[src/rtl/run_ctrl_trace_if.sv]
// Bus bundle for run_ctrl_trace: run/step/breakpoint controls, CPU observation
// buses, execution status and the trace read port.
interface run_ctrl_trace_if #(
  parameter int WIDTH  = 64,
  parameter int INSN_W = 11,
  parameter int DEPTH  = 16,
  parameter int CNT_W  = 32
);
  localparam int TC_W = $clog2(DEPTH) + 1;

  // Control and observation (driven by the debugger / CPU side)
  logic              run;
  logic              step;
  logic              bp_en;
  logic [WIDTH-1:0]  bp_addr;
  logic [WIDTH-1:0]  pc;
  logic [WIDTH-1:0]  alu_result;
  logic [WIDTH-1:0]  mem_out;
  logic [INSN_W-1:0] opcode;
  logic              rd_en;

  // Status and trace read data (driven by the controller)
  logic              cpu_en;
  logic [1:0]        state;
  logic              bp_hit;
  logic [CNT_W-1:0]  cycle_count;
  logic              rd_valid;
  logic [WIDTH-1:0]  rd_pc;
  logic [WIDTH-1:0]  rd_alu;
  logic [WIDTH-1:0]  rd_mem;
  logic [INSN_W-1:0] rd_opcode;
  logic [TC_W-1:0]   tr_count;
  logic              tr_empty;
  logic              tr_overflow;

  modport master (
    output run, step, bp_en, bp_addr, pc, alu_result, mem_out, opcode, rd_en,
    input  cpu_en, state, bp_hit, cycle_count, rd_valid, rd_pc, rd_alu, rd_mem,
           rd_opcode, tr_count, tr_empty, tr_overflow
  );

  modport slave (
    input  run, step, bp_en, bp_addr, pc, alu_result, mem_out, opcode, rd_en,
    output cpu_en, state, bp_hit, cycle_count, rd_valid, rd_pc, rd_alu, rd_mem,
           rd_opcode, tr_count, tr_empty, tr_overflow
  );
endinterface

[src/rtl/run_ctrl_trace.sv]
// Run/step/breakpoint controller for a CPU clock enable, with an enabled-cycle
// counter and a circular trace buffer of retired instructions that can be
// popped oldest-first. When full, new entries overwrite the oldest one.
module run_ctrl_trace #(
  parameter int WIDTH  = 64,
  parameter int INSN_W = 11,
  parameter int DEPTH  = 16,
  parameter int CNT_W  = 32
) (
  input  logic             clk,
  input  logic             rst_n,
  run_ctrl_trace_if.slave  bus
);
  localparam int PTR_W = $clog2(DEPTH);
  localparam int TC_W  = PTR_W + 1;
  localparam int ENT_W = INSN_W + 3 * WIDTH;

  typedef enum logic [1:0] {
    ST_IDLE = 2'd0,
    ST_RUN  = 2'd1,
    ST_STEP = 2'd2,
    ST_HALT = 2'd3
  } state_t;

  state_t            r_state;
  state_t            w_state_next;
  logic              w_bp_clr;
  logic              w_bp_match;
  logic              w_cpu_en;
  logic              r_bp_hit;
  logic [CNT_W-1:0]  r_cycles;

  logic [ENT_W-1:0]  r_mem [DEPTH];
  logic [ENT_W-1:0]  r_rd_data;
  logic [PTR_W-1:0]  r_wr_ptr;
  logic [PTR_W-1:0]  r_rd_ptr;
  logic [TC_W-1:0]   r_count;
  logic              r_overflow;
  logic              r_rd_valid;
  logic              w_wr;
  logic              w_rd;
  logic              w_full;

  // Breakpoints only fire during free-running execution; a step ignores them.
  assign w_bp_match = bus.bp_en && (r_state == ST_RUN) && (bus.pc == bus.bp_addr);
  assign w_cpu_en   = (r_state == ST_RUN) || (r_state == ST_STEP);

  // Trace traffic: every enabled cycle writes; a pop needs something to pop.
  assign w_wr   = w_cpu_en;
  assign w_full = (r_count == TC_W'(DEPTH));
  assign w_rd   = bus.rd_en && (r_count != '0);

  // State register
  always_ff @(posedge clk) begin
    if (!rst_n) r_state <= ST_IDLE;
    else        r_state <= w_state_next;
  end

  // Next-state decode; bp_hit is dropped only on the HALT -> IDLE exit
  always_comb begin
    w_state_next = r_state;
    w_bp_clr     = 1'b0;
    case (r_state)
      ST_IDLE: begin
        if (bus.step)     w_state_next = ST_STEP;
        else if (bus.run) w_state_next = ST_RUN;
      end
      ST_RUN: begin
        if (w_bp_match)    w_state_next = ST_HALT;
        else if (!bus.run) w_state_next = ST_IDLE;
      end
      ST_STEP: w_state_next = ST_HALT;
      ST_HALT: begin
        if (bus.step) begin
          w_state_next = ST_STEP;
        end else if (!bus.run) begin
          w_state_next = ST_IDLE;
          w_bp_clr     = 1'b1;
        end
      end
      default: w_state_next = ST_IDLE;
    endcase
  end

  // Sticky breakpoint flag and saturating enabled-cycle counter
  always_ff @(posedge clk) begin
    if (!rst_n) begin
      r_bp_hit <= 1'b0;
      r_cycles <= '0;
    end else begin
      if (w_bp_match)    r_bp_hit <= 1'b1;
      else if (w_bp_clr) r_bp_hit <= 1'b0;
      if (w_cpu_en && !(&r_cycles)) r_cycles <= r_cycles + CNT_W'(1);
    end
  end

  // Trace storage; no reset so it maps onto block RAM
  always_ff @(posedge clk) begin
    if (w_wr) r_mem[r_wr_ptr] <= {bus.opcode, bus.pc, bus.alu_result, bus.mem_out};
  end

  // Registered read port; a pop in the same cycle as a write to the same slot
  // returns the old (oldest) entry
  always_ff @(posedge clk) begin
    if (!rst_n) begin
      r_rd_data  <= '0;
      r_rd_valid <= 1'b0;
    end else begin
      r_rd_valid <= w_rd;
      if (w_rd) r_rd_data <= r_mem[r_rd_ptr];
    end
  end

  // Pointer and occupancy bookkeeping; a write into a full buffer with no pop
  // discards the oldest entry by advancing the read pointer
  always_ff @(posedge clk) begin
    if (!rst_n) begin
      r_wr_ptr   <= '0;
      r_rd_ptr   <= '0;
      r_count    <= '0;
      r_overflow <= 1'b0;
    end else begin
      if (w_wr) r_wr_ptr <= r_wr_ptr + PTR_W'(1);
      if (w_rd || (w_wr && w_full)) r_rd_ptr <= r_rd_ptr + PTR_W'(1);
      if (w_wr && !w_rd && w_full) r_overflow <= 1'b1;
      if (w_wr && !w_rd && !w_full) r_count <= r_count + TC_W'(1);
      else if (w_rd && !w_wr)       r_count <= r_count - TC_W'(1);
    end
  end

  assign bus.cpu_en      = w_cpu_en;
  assign bus.state       = r_state;
  assign bus.bp_hit      = r_bp_hit;
  assign bus.cycle_count = r_cycles;
  assign bus.rd_valid    = r_rd_valid;
  assign bus.rd_opcode   = r_rd_data[ENT_W-1 -: INSN_W];
  assign bus.rd_pc       = r_rd_data[3*WIDTH-1 -: WIDTH];
  assign bus.rd_alu      = r_rd_data[2*WIDTH-1 -: WIDTH];
  assign bus.rd_mem      = r_rd_data[WIDTH-1:0];
  assign bus.tr_count    = r_count;
  assign bus.tr_empty    = (r_count == '0);
  assign bus.tr_overflow = r_overflow;
endmodule

[src/flat_wrapper.sv]
// flat-port wrapper written by rule: the top's interface ports become plain ports
module run_ctrl_trace_flat 
#(
  parameter int WIDTH  = 64,
  parameter int INSN_W = 11,
  parameter int DEPTH  = 16,
  parameter int CNT_W  = 32
)
  (clk, rst_n, bus_run, bus_step, bus_bp_en, bus_bp_addr, bus_pc, bus_alu_result, bus_mem_out, bus_opcode, bus_rd_en, bus_cpu_en, bus_state, bus_bp_hit, bus_cycle_count, bus_rd_valid, bus_rd_pc, bus_rd_alu, bus_rd_mem, bus_rd_opcode, bus_tr_count, bus_tr_empty, bus_tr_overflow);
  run_ctrl_trace_if #(.WIDTH(WIDTH), .INSN_W(INSN_W), .DEPTH(DEPTH), .CNT_W(CNT_W)) bus_i ();
  input  logic clk;
  input  logic rst_n;
  input wire logic [$bits(bus_i.run)-1:0] bus_run;
  input wire logic [$bits(bus_i.step)-1:0] bus_step;
  input wire logic [$bits(bus_i.bp_en)-1:0] bus_bp_en;
  input wire logic [$bits(bus_i.bp_addr)-1:0] bus_bp_addr;
  input wire logic [$bits(bus_i.pc)-1:0] bus_pc;
  input wire logic [$bits(bus_i.alu_result)-1:0] bus_alu_result;
  input wire logic [$bits(bus_i.mem_out)-1:0] bus_mem_out;
  input wire logic [$bits(bus_i.opcode)-1:0] bus_opcode;
  input wire logic [$bits(bus_i.rd_en)-1:0] bus_rd_en;
  output wire logic [$bits(bus_i.cpu_en)-1:0] bus_cpu_en;
  output wire logic [$bits(bus_i.state)-1:0] bus_state;
  output wire logic [$bits(bus_i.bp_hit)-1:0] bus_bp_hit;
  output wire logic [$bits(bus_i.cycle_count)-1:0] bus_cycle_count;
  output wire logic [$bits(bus_i.rd_valid)-1:0] bus_rd_valid;
  output wire logic [$bits(bus_i.rd_pc)-1:0] bus_rd_pc;
  output wire logic [$bits(bus_i.rd_alu)-1:0] bus_rd_alu;
  output wire logic [$bits(bus_i.rd_mem)-1:0] bus_rd_mem;
  output wire logic [$bits(bus_i.rd_opcode)-1:0] bus_rd_opcode;
  output wire logic [$bits(bus_i.tr_count)-1:0] bus_tr_count;
  output wire logic [$bits(bus_i.tr_empty)-1:0] bus_tr_empty;
  output wire logic [$bits(bus_i.tr_overflow)-1:0] bus_tr_overflow;
  assign bus_i.run = bus_run;
  assign bus_i.step = bus_step;
  assign bus_i.bp_en = bus_bp_en;
  assign bus_i.bp_addr = bus_bp_addr;
  assign bus_i.pc = bus_pc;
  assign bus_i.alu_result = bus_alu_result;
  assign bus_i.mem_out = bus_mem_out;
  assign bus_i.opcode = bus_opcode;
  assign bus_i.rd_en = bus_rd_en;
  assign bus_cpu_en = bus_i.cpu_en;
  assign bus_state = bus_i.state;
  assign bus_bp_hit = bus_i.bp_hit;
  assign bus_cycle_count = bus_i.cycle_count;
  assign bus_rd_valid = bus_i.rd_valid;
  assign bus_rd_pc = bus_i.rd_pc;
  assign bus_rd_alu = bus_i.rd_alu;
  assign bus_rd_mem = bus_i.rd_mem;
  assign bus_rd_opcode = bus_i.rd_opcode;
  assign bus_tr_count = bus_i.tr_count;
  assign bus_tr_empty = bus_i.tr_empty;
  assign bus_tr_overflow = bus_i.tr_overflow;
  run_ctrl_trace #(.WIDTH(WIDTH), .INSN_W(INSN_W), .DEPTH(DEPTH), .CNT_W(CNT_W)) u_core (.clk(clk), .rst_n(rst_n), .bus(bus_i));
endmodule
[config.mk]
export PLATFORM = sky130hd
export DESIGN_NAME = run_ctrl_trace_flat
export DESIGN_NICKNAME = d
export VERILOG_FILES = /design/src/rtl/run_ctrl_trace_if.sv /design/src/rtl/run_ctrl_trace.sv /design/src/flat_wrapper.sv
export SDC_FILE = /design/constraint.sdc
export NUM_CORES = 2
export LEC_CHECK = 0
export CAP_MARGIN = 5
export CORE_UTILIZATION = 65
export DETAILED_ROUTE_END_ITERATION = 10
export MAX_ROUTING_LAYER = met4
export PLACE_DENSITY = 0.84
export SLEW_MARGIN = 20
export SYNTH_ARGS = -nofsm -noshare
export SYNTH_HDL_FRONTEND = slang
export SYNTH_SLANG_ARGS = --single-unit
[constraint.sdc]
create_clock -name clk -period 13.85 [get_ports clk]
set_input_delay 1.385 -clock clk [delete_from_list [all_inputs] [get_ports clk]]
set_output_delay 1.385 -clock clk [all_outputs]
set_load 0.05 [all_outputs]
# == After elaboration in Yosys (flattened, before gate mapping) ==
# Memories as Yosys holds them, arrays and structs flattened. A register that Yosys moved wholly into a read port is not among the register bits.
# Index checks and enable logic that the tools add are counted.
# op_classes
add_sub_neg,5
n_eq_ne,6
mux,15
reduce_logical,22
# op_table
cell,count
64-bit == test,1
32-bit by 1-bit adder with 32-bit output (second input constant),1
32-bit AND reduction,1
2-bit 2-to-1 mux,5
5-bit 2-to-1 mux,2
1-bit logical AND,9
4-bit by 1-bit adder with 4-bit output (second input constant),2
2-bit one-hot mux with 4 select lines,1
1-bit 2-to-1 mux,7
5-bit by 1-bit adder with 5-bit output (second input constant),1
5-bit == test (second input constant),1
1-bit zero test,5
5-bit zero test,1
5-bit nonzero test,1
5-bit by 1-bit subtractor with 5-bit output (second input constant),1
2-bit == test (second input constant),2
2-bit nonzero test,2
3-bit inequality test (second input constant),1
2-bit by 1-bit == test with 1-bit output (second input constant),1
2-bit zero test,1
1-bit logical OR,2
# totals
regBits,50
ram_bits,3248
in_bits,273
output_inout_bits,247
elab_cells,57
memories,1
# memory_table
name,depth,word_bits,read_ports,rd_clocked_by_memory_dff,write_ports,line,rtl
u_core.r_mem,16,203,1,1,1,run_ctrl_trace.sv:33,logic [ENT_W-1:0] r_mem [DEPTH];

# == Longest topological paths before layout ==
# depth
ltp_word,6
ltp_mapped,11
mapped_depth_nobuf,11

# == Least setup slack after synthesis ==
# No wires, ideal clock.
# synth_path
kind,register -> register
from,reg u_core.r_state[1] (netlist: u_core.bus.state[1])
to,"mem u_core.r_mem[10][0] (netlist bit), enable pin"
setup_ns,0.589
t_arrival_ns,6.993
required_time_ns,13.261
slack_ns,6.267
stages_incl_launch_ff,8
period_less_slack_ns,7.583
cell_sequence,dfxtp_1 > inv_1 > ha_1 > clkbuf_1 > clkbuf_1 > nand2_1 > nor2_1 > and2_1
# synth_between
elab_chain_cells,4
word_cells_on_any_way,5
# synth_lines
item,line,rtl
start: declaration,run_ctrl_trace.sv:25,state_t r_state;
start signal: assignment,run_ctrl_trace.sv:56,else r_state <= w_state_next;
2-bit by 1-bit == test with 1-bit output / 2-bit == test (equally long branches),run_ctrl_trace.sv:46,assign w_cpu_en = (r_state == ST_RUN) || (r_state == ST_STEP);
1-bit logical OR (*),run_ctrl_trace.sv:46,
named net bus_cpu_en,flat_wrapper.sv:22,output wire logic [$bits(bus_i.cpu_en)-1:0] bus_cpu_en;
1-bit 2-to-1 mux (*),run_ctrl_trace.sv:99,"if (w_wr) r_mem[r_wr_ptr] <= {bus.opcode, bus.pc, bus.alu_result, bus.mem_out};"
1-bit 2-to-1 mux (not written as such) (*),run_ctrl_trace.sv:99,
end: declaration,run_ctrl_trace.sv:33,
# Mark *: on every way through the listed nets, which the timed path passes. The rest lies on a longest branch.

# == Worst setup path after layout ==
# layout_path
from,reg u_core.r_state[0] (netlist: u_core.bus.state[0])
to,"mem u_core.r_mem[14][14] (netlist bit), enable pin"
# layout_between
elab_chain_cells,4
word_cells_on_any_way,5
# layout_lines
item,line
2-bit by 1-bit == test with 1-bit output / 2-bit == test (equally long branches),run_ctrl_trace.sv:46
1-bit logical OR (*),run_ctrl_trace.sv:46
1-bit 2-to-1 mux (*),run_ctrl_trace.sv:99
1-bit 2-to-1 mux (not written as such) (*),run_ctrl_trace.sv:99
# Mark *: on every way between the ends. The rest lies on a longest branch, timed or not.

==> results.md <==
* Hold slack at 474 ps
* CP max FO at 48
* Final worst-path cycle share at 37.9%
* Core area at 0.200 mm²
* Global route overflow at 0
* Pwr dens at 184 mW/mm²
* P_int at 20.1 mW
* Crit path required time at 14400 ps
* Clk_lat worst skew at 960 ps
* R2R depth at 8
* Setup TNS at 0 ps
* Switching component of the power at 7.64 mW
* Utilization after layout at 75.1%
* Path category of the worst min-delay check: reg -> reg
* DR vias at 66144
* Slew HR at 16.0%
* Endpoints failing setup at 0
* Number of hold buffers added after CTS at 0
* First-pass GRT wire length at 500000 µm
* Tmin final at 5250 ps
* Peak supply drop at 164 µV
* Worst setup SP type: flop
* Syn Nets at 5683
* Worst path cell trace: inv_1 -> ha_1 -> buf_4 -> and3_1 -> and2_4 -> buf_4 -> buf_4 -> buf_4
* Synthesized area at 0.131 mm²
* R2R Setup Slk at 8600 ps
* Fillers at 9763
* Max Slew Vio Count at 0
* CP peak stage delay at 880 ps
* CTS Sinks at 3501
* Layout area overhead at 14.4%
* Final antenna-violating net count at 0
* Start point of the critical path: u_core.bus.state[0]
* Via density at 7.31
* DR iter-0 viols at 9710
* FF+latch area at 0.103 mm²
* DP HPWL at 171000 µm
* Sequential fraction of the synthesis area at 78.1%
* GPL Wtd Cong at 0.857
* R2R Path Start: u_core.bus.state[0]
* Ports at 520
* Largest net degree at the start of global routing at 140
* Synth Instances at 5395
* Distinct cells, synth at 48
* Post-synthesis average cell area at 24.4 µm²
* Fraction of registers with async set/reset at 0%
* Clock-pin transition on the worst setup and hold timing paths at 70 ps
* Worst Hold End: u_core.bus.tr_overflow
* Crit-path slowest cell: buf_4
* DRC at 0
* Leakage at 46.2 nW
* Die Y at 452 µm
* Area contributors post-synth: edfxtp_1 (74%), mux4_2 (17%), dfxtp_1 (3.9%), a22o_1 (1.4%), clkbuf_1 (0.49%)
* CP Class: reg -> reg
* Initial core utilization at 65.6%
* Critical Path Most Common Cell: buf_4
* EDFF count, synth at 3248
* Avg WL per Cell at 39.4 µm
* Yosys warnings at 0
* Tot GR Track Use at 36.3%
* Yosys reg bits at 3501
* Std cell rows at 164
* Clock Skew at 63.3 ps
* Initial antenna violation count at 57
* Port Buffers at 519
* F_max at 0.190 GHz
* Worst EP arrival at 5800 ps
* RSZ-0062 raised after global routing: no
* H-tree levels at 5
* Post-route insts no fill at 9053
* Pwr Total at 27.7 mW
* Post-CTS resize count at 0
* Reg2reg end: u_core.r_mem[14][14]
* Number of CTS-inserted buffers at 342
* Multi-input gate area at 0.0273 mm²
* Number of nets in the layout at 6364
* Hold depth at 1
* HP Start: u_core.bus.tr_overflow
* Layout cells sized above 1 at 25.5%
* Top cell type's share of synthesized area at 74.2%
* Clock power share at 33.2%
* CP endpoint kind: flop
* Final hold vios at 0
* Tightest Pin Transition at 1250 ps
* Gate power share at 20.9%
* Status: finished, final reports clean
* Reg power frac at 45.9%
* Setup bufs post-CTS at 0
* CTS root buf: clkbuf_16
* # Max-Cap Violations at 0
* Pre-antenna DRT Iters at 6
* Final WL at 357000 µm
* Dominant synthesized flop cell: edfxtp_1
* Placed cell count at 8387
* Die Area at 0.204 mm²
* Switching share of power at 27.5%
* CTS tree: built
* Area leader, netlist: edfxtp_1
* Die width at 452 µm
* Vias in the first global route at 67752
* Largest buffer count on any clock path at 4
-- sequential cells by signal, summed over array words and instances (netlist names) --
signal / flops
u_core.bus.tr_count: 5
u_core.bus.rd_valid: 1
u_core.bus.bp_hit: 1
u_core.r_rd_data: 203
u_core.r_mem: 3248
u_core.bus.tr_overflow: 1
u_core.r_wr_ptr: 4
u_core.bus.state: 2
u_core.bus.cycle_count: 32
u_core.r_rd_ptr: 4
-- area by class of cell --
class | instances | share of cell area (%)
Inverter | 12 | 0.0300
Timing Repair Buffer | 618 | 4.09
Multi-Input combinational cell | 1601 | 18.2
Tap cell | 2656 | 2.21
Antenna cell | 55 | 0.0915
Sequential cell | 3501 | 68.2
Clock buffer | 471 | 6.32
Clock inverter | 139 | 0.858
-- cell families (layout without fill, tap and decap cells) --
group	count (synthesis)	after routing	share of synthesized area (%)
compound gates	238	238	1.53
xor+xnor	95	95	0.633
fa+ha+maj	15	15	0.149
buf+inv	293	1240	1.17
flops	3501	3501	78.1
mux	1018	1018	17.4
other cells	0	55	0
simple gates	235	235	1.01
-- layout by cell type (no fill, tap or decap), types with 25 or more instances in the layout --
cell                n
clkdlybuf4s50_1   518
clkinv_2           52
nand4_1            27
a22o_1            203
nand2_1            32
and2_1             40
diode_2            55
xor2_1             56
clkbuf_8           29
dfxtp_1           249
nor2_1             25
edfxtp_1         3248
clkbuf_1           92
mux4_2           1015
clkinv_1           43
xnor2_1            39
buf_4              82
clkbuf_16         350
-- stage by stage --
step	worst slack, ps	instance area [µm²]
5_1_grt	8640	150000
3_5_place_dp	8600	139000
4_1_cts	8500	150000
2_1_floorplan	6270	131000
3_3_place_gp	8650	139000
6_report	8600	150000
-- per-layer routing --
layer	wire [µm]	GRT usage, %	part of all wire, %
met1	116000	44.5	33
met3	37900	6.57	11
met4	22600	21.6	6.3
met5	0	-	0
met2	180000	57.5	50
-- power groups by stage --
stage	combinational (mW)	sequential (mW)	clock, mW
after floorplan	3.31	13.5	0
after global placement	5.45	12.8	0
after detailed placement	5.60	12.9	0
after CTS	5.79	12.7	9.25
after global routing	5.99	12.7	9.60
final	5.80	12.7	9.21
-- how the worst max path moves through the flow --
stage | end | slack, ps | depth (start not counted)
finish | u_core.r_mem[14][14] | 8600 | 8
detailed placement | u_core.r_rd_data[34] | 8600 | 6
floorplan | u_core.r_mem[10][0] | 6270 | 7
global route | u_core.r_mem[14][15] | 8640 | 8
global placement | u_core.r_rd_data[65] | 8650 | 6
CTS | u_core.r_rd_data[34] | 8500 | 6
-- synthesized netlist by cell type (2+ instances only) --
cell type and instances:
a21boi_0 2, nand4_1 27, a22o_1 203, nor3_1 7, edfxtp_1 3248, buf_1 17
nor2b_1 23, xor2_1 56, and2_1 57, buf_2 42, nand2_1 32, mux2i_1 3
or3_1 2, buf_6 52, ha_1 14, nand3_1 16, dfxtp_1 253, and3_1 12
o21ai_1 2, inv_1 12, xnor2_1 39, mux4_2 1015, a211oi_1 2, a2111oi_0 5
a21oi_1 6, nor4_1 24, a21o_1 2, o21ai_0 5, o21a_1 2, and4_1 2
clkbuf_1 170, nor2_1 25, a31oi_1 3
-- critical path: cells and delay by family, from the launching register on --
kind	cells	cell delay [ps]
buffers and inverters	5	2890
and+or+nand+nor	2	890
DFF	1	520
adders and majority gates	1	320
Note: power is estimated with default switching activity, not from simulation.
